File: src/rtl/serial_frame_rx_if.sv
// Output port bundle of serial_frame_rx: received word with valid/ready
// handshake plus overrun and parity-error pulses.
//   pOut      : received word, stable while out_valid is high
//   out_valid : word available on pOut
//   out_ready : consumer accepts the word at a rising edge when valid
//   overrun   : one-cycle pulse, a completed word was dropped
//   frame_err : one-cycle pulse, parity mismatch, word discarded
interface serial_frame_rx_if #(
    parameter int DATA_W = 8
);
    logic [DATA_W-1:0] pOut;
    logic              out_valid;
    logic              out_ready;
    logic              overrun;
    logic              frame_err;

    modport master (
        output pOut,
        output out_valid,
        output overrun,
        output frame_err,
        input  out_ready
    );

    modport slave (
        input  pOut,
        input  out_valid,
        input  overrun,
        input  frame_err,
        output out_ready
    );
endinterface

File: src/rtl/serial_frame_rx.sv
// Serial frame receiver: hunts sIn for START_PATTERN, then shifts in DATA_W
// payload bits MSB-first, optionally checks an even-parity bit.
//   clk       : system clock, rising edge
//   rst       : asynchronous active-low reset
//   sIn       : serial data, sampled every rising edge
//   start_det : one-cycle pulse after the start pattern completes
//   busy      : high while receiving payload or parity
//   dout      : word output bundle (pOut/out_valid/out_ready/overrun/frame_err)
module serial_frame_rx #(
    parameter int                   START_LEN     = 4,
    parameter logic [START_LEN-1:0] START_PATTERN = 4'b0000,
    parameter int                   DATA_W        = 8,
    parameter int                   PARITY_EN     = 0
) (
    input  logic                  clk,
    input  logic                  rst,
    input  logic                  sIn,
    output logic                  start_det,
    output logic                  busy,
    serial_frame_rx_if.master     dout
);
    localparam int CW = (DATA_W > 1) ? $clog2(DATA_W) : 1;

    typedef enum logic [1:0] {
        HUNT,
        DATA,
        PARITY
    } state_t;

    state_t               state;
    // Only the low START_LEN-1 bits of the hunt window ever take part in
    // a match, so the oldest bit is not stored.
    logic [START_LEN-2:0] win;
    logic [CW-1:0]        cnt;
    logic [DATA_W-1:0]    shift;

    logic [START_LEN-1:0] wnext;
    logic [DATA_W-1:0]    snext;
    logic                 last;
    logic                 par_ok;
    logic                 fin;
    logic [DATA_W-1:0]    fin_word;

    assign wnext = {win, sIn};

    generate
        if (DATA_W == 1) begin : g_w1
            assign snext = sIn;
        end else begin : g_wn
            assign snext = {shift[DATA_W-2:0], sIn};
        end
    endgenerate

    assign last   = (cnt == CW'(DATA_W - 1));
    assign par_ok = ~(^shift ^ sIn);

    // A frame completes on the last data edge (no parity) or on a parity
    // edge whose parity bit makes the word even.
    assign fin = ((state == DATA) && last && (PARITY_EN == 0)) ||
                 ((state == PARITY) && par_ok);
    assign fin_word = (state == PARITY) ? shift : snext;

    always_ff @(posedge clk or negedge rst) begin
        if (!rst) begin
            state          <= HUNT;
            win            <= ~START_PATTERN[START_LEN-2:0];
            cnt            <= '0;
            shift          <= '0;
            start_det      <= 1'b0;
            busy           <= 1'b0;
            dout.pOut      <= '0;
            dout.out_valid <= 1'b0;
            dout.overrun   <= 1'b0;
            dout.frame_err <= 1'b0;
        end else begin
            start_det      <= 1'b0;
            dout.overrun   <= 1'b0;
            dout.frame_err <= 1'b0;

            if (dout.out_valid && dout.out_ready) begin
                dout.out_valid <= 1'b0;
            end

            unique case (state)
                HUNT: begin
                    win <= wnext[START_LEN-2:0];
                    if (wnext == START_PATTERN) begin
                        state     <= DATA;
                        start_det <= 1'b1;
                        busy      <= 1'b1;
                        cnt       <= '0;
                        shift     <= '0;
                    end
                end
                DATA: begin
                    shift <= snext;
                    cnt   <= cnt + CW'(1);
                    if (last) begin
                        if (PARITY_EN != 0) begin
                            state <= PARITY;
                        end else begin
                            state <= HUNT;
                            busy  <= 1'b0;
                            win   <= ~START_PATTERN[START_LEN-2:0];
                        end
                    end
                end
                PARITY: begin
                    state <= HUNT;
                    busy  <= 1'b0;
                    win   <= ~START_PATTERN[START_LEN-2:0];
                    if (!par_ok) begin
                        dout.frame_err <= 1'b1;
                    end
                end
                default: begin
                    state <= HUNT;
                    busy  <= 1'b0;
                    win   <= ~START_PATTERN[START_LEN-2:0];
                end
            endcase

            // Completion overrides the consume above, so a word landing on
            // the consume edge keeps out_valid high with no gap.
            if (fin) begin
                if (!dout.out_valid || dout.out_ready) begin
                    dout.pOut      <= fin_word;
                    dout.out_valid <= 1'b1;
                end else begin
                    dout.overrun <= 1'b1;
                end
            end
        end
    end
endmodule

File: src/flat_wrapper.sv
// flat-port wrapper written by rule: the top's interface ports become plain ports
module serial_frame_rx_flat 
#(
    parameter int                   START_LEN     = 4,
    parameter logic [START_LEN-1:0] START_PATTERN = 4'b0000,
    parameter int                   DATA_W        = 8,
    parameter int                   PARITY_EN     = 0
)
  (clk, rst, sIn, start_det, busy, dout_pOut, dout_out_valid, dout_overrun, dout_frame_err, dout_out_ready);
  serial_frame_rx_if #(.DATA_W(DATA_W)) dout_i ();
  input  logic clk;
  input  logic rst;
  input  logic sIn;
  output logic start_det;
  output logic busy;
  output wire logic [$bits(dout_i.pOut)-1:0] dout_pOut;
  output wire logic [$bits(dout_i.out_valid)-1:0] dout_out_valid;
  output wire logic [$bits(dout_i.overrun)-1:0] dout_overrun;
  output wire logic [$bits(dout_i.frame_err)-1:0] dout_frame_err;
  input wire logic [$bits(dout_i.out_ready)-1:0] dout_out_ready;
  assign dout_pOut = dout_i.pOut;
  assign dout_out_valid = dout_i.out_valid;
  assign dout_overrun = dout_i.overrun;
  assign dout_frame_err = dout_i.frame_err;
  assign dout_i.out_ready = dout_out_ready;
  serial_frame_rx #(.START_LEN(START_LEN), .START_PATTERN(START_PATTERN), .DATA_W(DATA_W), .PARITY_EN(PARITY_EN)) u_core (.clk(clk), .rst(rst), .sIn(sIn), .start_det(start_det), .busy(busy), .dout(dout_i));
endmodule
File: config.mk
export PLATFORM = sky130hd
export DESIGN_NAME = serial_frame_rx_flat
export DESIGN_NICKNAME = d
export VERILOG_FILES = /design/src/rtl/serial_frame_rx_if.sv /design/src/rtl/serial_frame_rx.sv /design/src/flat_wrapper.sv
export SDC_FILE = /design/constraint.sdc
export NUM_CORES = 1
export LEC_CHECK = 0
export BUFFER_PORTS_ARGS = -buffer_cell sky130_fd_sc_hd__buf_2
export CORE_ASPECT_RATIO = 1.4
export CORE_MARGIN = 3
export CORE_UTILIZATION = 56
export DETAILED_ROUTE_END_ITERATION = 10
export PLACE_DENSITY = 0.84
export REMOVE_ABC_BUFFERS = 1
export SLEW_MARGIN = 25
export SYNTH_ARGS = -nofsm -noshare
export SYNTH_HDL_FRONTEND = slang
export SYNTH_SLANG_ARGS = --single-unit
File: constraint.sdc
create_clock -name clk -period 4.48 [get_ports clk]
set_input_delay 0.672 -clock clk [delete_from_list [all_inputs] [get_ports clk]]
set_output_delay 0.672 -clock clk [all_outputs]
set_load 0.005 [all_outputs]
==> results of run 1 <==
[kinds of logic (layout without fill, tap and decap cells)]
kind of cell	after synthesis	count (layout)	synth area share (%)
compound gates	4	4	3.26
xor+xnor	1	1	0.815
fa+ha+maj	2	2	2.33
buf+inv	5	19	5.01
flops	25	25	58.6
mux	16	16	18.6
other cells	1	1	0.349
simple gates	19	19	11.1
[per-layer routing]
layer  wire (um)  vias to the layer above  track usage, %
li1            -                      268               -
met1         675                      279            18.4
met2         771                        8            23.8
met3          51                        4            1.86
met4          27                        0            9.05
met5           0                        -               0
[flip-flops by register name (all words and copies together), names as in the netlist]
signal                 flops
u_core.dout.out_valid      1
u_core.state               1
u_core.cnt                 3
u_core.dout.pOut           8
u_core.shift               7
u_core.win                 3
u_core.dout.overrun        1
u_core.start_det           1
[layout by cell type (no fill, tap or decap), drive strengths merged]
master and count:
clkbuf 4, mux2i 8, nor2 11, nand2 2, nand2b 3, xnor2 1
dfstp 3, nor2b 1, nor3 1, mux2 8, dfrtp 22, conb 1
o22a 4, nor3b 1, ha 2, buf 15
[area by class of cell]
cell class,instances,area share (%)
Timing Repair Buffer,15,6.54
Multi-Input combinational cell,43,34.1
Clock buffer,4,2.29
Sequential cell,25,54.9
Tap cell,20,2.18
[power by group]
part	switching (mW)	leakage [nW]	internal, mW
combinational	0.0996	0.258	0.169
clock	0.0601	0.0150	0.0347
sequential	0.0952	0.299	0.339
[metrics by stage]
stage	worst slack [ns]	power (mW)	std cells
CTS	2.37	0.812	107
finish	2.40	0.797	107
floorplan	2.89	0.616	68
global placement	2.76	0.694	103
global route	2.30	0.864	107
detailed placement	2.75	0.715	103
[path summary, 6_finish.rpt]
check | start | endpoint | cells past startpoint | slack, ns
max reg2reg | u_core.state[0]$_DFFE_PN0P_ | u_core.dout.pOut[5]$_DFFE_PN0P_ | 3 | 2.72
max | u_core.state[0]$_DFFE_PN0P_ | busy | 1 | 2.40
min | rst | u_core.dout.pOut[1]$_DFFE_PN0P_ | 1 | 0.32
min in group clk | u_core.shift[6]$_DFFE_PN0P_ | u_core.dout.pOut[7]$_DFFE_PN0P_ | 1 | 0.53
max in group asynchronous | rst | u_core.win[2]$_DFFE_PN1P_ | 1 | 3.80
min reg2reg | u_core.shift[6]$_DFFE_PN0P_ | u_core.dout.pOut[7]$_DFFE_PN0P_ | 1 | 0.53
==> results.yml, run 1 <==
outcome:
  outcome: "finished, final reports clean"
setup_path:
  critPathTopFamily: "flip-flops"
  crit_type: "reg -> out"
  crit_path_end_kind: "primary output"
  worstPathMaxFanout: 18
  critPathMaxStageDelay_ns: 0.87
  cp_slowest_cell: "dfrtp_1"
  worst_setup_path_start_kind: "flip-flop"
  path_cells: "buf_2"
  crit_required_ns: 3.81
  arrival_ns: 1.41
  worst-path-buf-inv: 1
global_route:
  grt_pass1_wl_um: 2660
  grt_pass1_vias: 592
  grt_start_max_net_pins: 26
  grt_util_all_layers_pct: 14.7
  antenna_found_initial: 0
  grt-ovfl-total: 0
detailed_routing:
  postRouteAntennaNets: 0
  totalWireLength_um: 1530
  drcViolationCount: 0
  vias: 559
  firstDrtPassIters: 3
  drt_iter0_drc: 7
  wl_per_cell_um: 14.3
  vias_per_cell: 5.22
sta:
  finalSetupViolCount: 0
  tightest_slew_ns: 0.769
  rsz0062_at_grt: "no"
  whs_ns: 0.319
  post-route-period-util_pct: 46.5
  fin_setup_tns_ns: 0
  fmaxAchievable_mhz: 480
  period_needed_ns: 2.08
  hold_violations: 0
  drv_slew: 0
  finClkSkew_ns: 0.00813
  relSlewSlack_pct: 48.7
placed_design:
  placed_area_um2: 1120
  dp_hpwl_um: 1110
  gp_congestion: 0.693
  port_buffers: 15
power_and_ir_drop:
  worst_ir_drop_vdd_v: 0.000383
  p_per_area_nw_per_um2: 695
  p_leak_nw: 0.572
synthesis:
  synthTopCellsByArea: "dfrtp_1 51%, mux2_4 11%, mux2i_1 7.5%"
  syn_area_um2: 1070
  synth_top_flop_cell: "dfrtp_1"
  synth_cells: 73
  synth_edf_count: 0
  yosysMostFrequentCell: "dfrtp_1"
  synth_cell_types: 19
  yosysSeqAreaShare_pct: 58.6
  synth_top_cell_area_share_pct: 51.2
  syn_avg_cell_area_um2: 14.7
  synthArstFlopShare_pct: 100
  synth_common_cells: "22 x dfrtp_1, 11 x nor2_1, 8 x mux2_4, 8 x mux2i_1, 4 x o22a_1"
  synth_area_leader_cell: "dfrtp_1"
  ys_ff_latch: 25
  ys.warnings.count: 0
cells_and_area:
  drive_gt1_share_pct: 39.1
  antennaDiodeCount: 0
  fillerInstances: 153
  seq_area_um2: 629
  area_delta_synth_final_pct: 6.75
  nNetsFinal: 94
  fin_util_pct: 63.7
  design_area_um2: 1150
  multiInputGateArea_um2: 392
clock_tree:
  cts_resized: 0
  cts_tree: "built"
  hold_buffers: 0
  clock_latency_ns: 0.31
  numCtsBuffers: 3
  ctsRootBufferMaster: "clkbuf_4"
  post-cts-setup-buffers: 0
  clock-sinks: 25
  cts-htree-levels: 1
  clk_pin_slew_ns: 0.13
  clockBufferDepth: 2
floorplan:
  core_area_um2: 1800
  rows: 18
  die_w_um: 43.0
  ios: 17
  dieHeight_um: 57.8
  start_util_pct: 59.7
  dieArea_um2: 2490
hold_path:
  hp-class: "in -> async"
flow_run:
  drv_cap: 0
No activity file was read; power rests on OpenSTA's default activity.
==> run 2: changes to the inputs <==
Settings changed: ABC_AREA from default to 1, CORE_UTILIZATION 56 to 53, PLACE_DENSITY 0.84 to 0.81.
Clock period 4.48 ns to 1.99 ns, I/O delays scaled along.
==> run 2 against run 1 <==
Effect of this change:
- clock power rose by 130%
- routed wire length increased by 8.1%
- sequential power up 100%
- combinational power rose by 85%
- hold slack got worse by 0.096 ns
- critical path depth is the same
- global-route usage fell by 0.22 points
- synthesized cell count rose by 52%
- die area increased by 2.8%
- synthesized area decreased by 2.3%
- register-to-register slack worse by 2.0 ns
- total power is 100% higher
==> results.yml, run 2 <==
setup_path:
  crit_required_ns: 1.69
  arrival_ns: 1.01
  worst_setup_path_start_kind: "flip-flop"
  worst-path-buf-inv: 1
  critPathTopFamily: "flip-flops"
  critPathMaxStageDelay_ns: 0.53
  crit_type: "reg -> out"
  cp_slowest_cell: "dfrtp_1"
  crit_path_end_kind: "primary output"
  worstPathMaxFanout: 11
  path_cells: "buf_2"
detailed_routing:
  drcViolationCount: 0
  wl_per_cell_um: 11.3
  firstDrtPassIters: 5
  postRouteAntennaNets: 0
  drt_iter0_drc: 17
  totalWireLength_um: 1650
  vias_per_cell: 4.99
  vias: 728
clock_tree:
  cts_tree: "built"
  ctsRootBufferMaster: "clkbuf_4"
  clock-sinks: 25
  clk_pin_slew_ns: 0.13
  clock_latency_ns: 0.31
  cts_resized: 0
  cts-htree-levels: 1
  clockBufferDepth: 2
  numCtsBuffers: 3
placed_design:
  port_buffers: 15
  dp_hpwl_um: 1200
  gp_congestion: 0.760
power_and_ir_drop:
  p_per_area_nw_per_um2: 1390
  power_mw: 1.59
  p_leak_nw: 0.643
  worst_ir_drop_vdd_v: 0.000815
floorplan:
  rows: 18
  core_area_um2: 1820
  ios: 17
  die_w_um: 43.6
  dieHeight_um: 58.7
  dieArea_um2: 2560
  start_util_pct: 57.5
synthesis:
  synth_common_cells: "38 x nand2_1, 22 x dfrtp_1, 18 x nand3_1"
  synth_cell_types: 16
  yosysSeqAreaShare_pct: 60.0
  synth_cells: 111
  synthArstFlopShare_pct: 100
  synthTopCellsByArea: "dfrtp_1 52%, nand2_1 14%, nand3_1 8.6%"
  syn_avg_cell_area_um2: 9.46
  synth_top_flop_cell: "dfrtp_1"
  syn_area_um2: 1050
  yosysMostFrequentCell: "nand2_1"
  ys.warnings.count: 0
  synth_top_cell_area_share_pct: 52.4
  synth_edf_count: 0
  ys_ff_latch: 25
  synth_area_leader_cell: "dfrtp_1"
global_route:
  antenna_found_initial: 0
  grt_util_all_layers_pct: 14.4
  grt-ovfl-total: 0
  grt_pass1_vias: 653
  grt_start_max_net_pins: 26
  grt_pass1_wl_um: 2780
cells_and_area:
  layout_common_cells: "38 x nand2_1, 22 x dfrtp_1, 18 x nand3_1"
  antennaDiodeCount: 0
  largest_reg_flops: 8
  largest_register: "u_core.dout.pOut"
  nNetsFinal: 133
  final_common_cell: "nand2_1"
  area_delta_synth_final_pct: 8.70
  drive_gt1_share_pct: 21.4
  top_regs: "u_core.dout.pOut (8), u_core.shift (7)"
hold_path:
  hp-class: "in -> reg"
sta:
  tightest_slew_ns: 0.526
  drv_slew: 0
  relSlewSlack_pct: 64.9
  rsz0062_at_grt: "no"
  fin_setup_tns_ns: 0
  period_needed_ns: 1.31
  finClkSkew_ns: 0.00257
  hold_violations: 0
  finalSetupViolCount: 0
  fmaxAchievable_mhz: 764
  post-route-period-util_pct: 65.8
flow_run:
  drv_cap: 0
outcome:
  outcome: "finished, final reports clean"
==> run 2: routing by layer <==
| layer | vias to the layer above | GRT usage [%] | routed length [um] |
|---|---|---|---|
| met5 | - | 0 | 0 |
| met4 | 0 | 7.76 | 8 |
| met3 | 2 | 1.83 | 63 |
| met2 | 17 | 24.4 | 880 |
| met1 | 332 | 17.5 | 696 |
| li1 | 377 | - | - |
==> run 2: final cells by class <==
cell class,count,area (um2)
Clock buffer,3,22.5
Multi-Input combinational cell,77,350
Inverter,3,16.3
Sequential cell,25,629
Fill cell,152,683
Tap cell,20,25.0
Timing Repair Buffer,17,92.6
Clock inverter,1,5.00
==> run 2: worst paths after layout <==
kind | slack, ns | endpoint | depth (start not counted) | from
setup / recovery | 0.68 | busy | 1 | u_core.state[0]$_DFFE_PN0P_
hold / removal | 0.22 | u_core.shift[0]$_DFFE_PN0P_ | 3 | sIn
setup reg to reg | 0.72 | u_core.dout.pOut[7]$_DFFE_PN0P_ | 7 | u_core.cnt[0]$_DFFE_PN0P_
hold reg to reg | 0.48 | u_core.dout.pOut[2]$_DFFE_PN0P_ | 2 | u_core.dout.pOut[2]$_DFFE_PN0P_
max in group asynchronous | 1.14 | u_core.win[0]$_DFFE_PN1P_ | 2 | rst
min in group asynchronous | 0.49 | u_core.shift[0]$_DFFE_PN0P_ | 2 | rst
==> run 2: logic make-up (layout without fill, tap and decap cells) <==
| family | after synthesis | after routing | share of synthesized area, % |
|---|---|---|---|
| simple gates | 73 | 73 | 30.2 |
| fa+ha+maj | 2 | 2 | 2.38 |
| compound gates | 1 | 1 | 0.476 |
| other cells | 1 | 1 | 0.357 |
| buf+inv | 9 | 24 | 6.67 |
| flops | 25 | 25 | 60.0 |
==> run 2: timing repair <==
action                                 4_1_cts  5_1_grt
hold buffers                                 1        0
endpoints found under the hold margin       22        0
buffers inserted                             0        0
==> run 2: per-stage QoR <==
step / setup WS [ns] / area (um2) / util (%) / hold WS (ns) / std cells
detailed placement: 0.747 / 1100 / 60.5 / 0.310 / 141
global route: 0.599 / 1140 / 62.6 / 0.243 / 146
floorplan: 0.783 / 996 / - / 0.00291 / 105
global placement: 0.769 / 1100 / 60.5 / 0.304 / 141
CTS: 0.660 / 1140 / 62.6 / 0.219 / 146
finish: 0.681 / 1140 / 62.6 / 0.223 / 146
==> run 2: report_power, final <==
group          total [mW]  leakage, nW  switching [mW]  internal [mW]
Sequential          0.878        0.312           0.142          0.736
Clock               0.216       0.0177           0.141         0.0750
Combinational       0.498        0.313           0.281          0.217
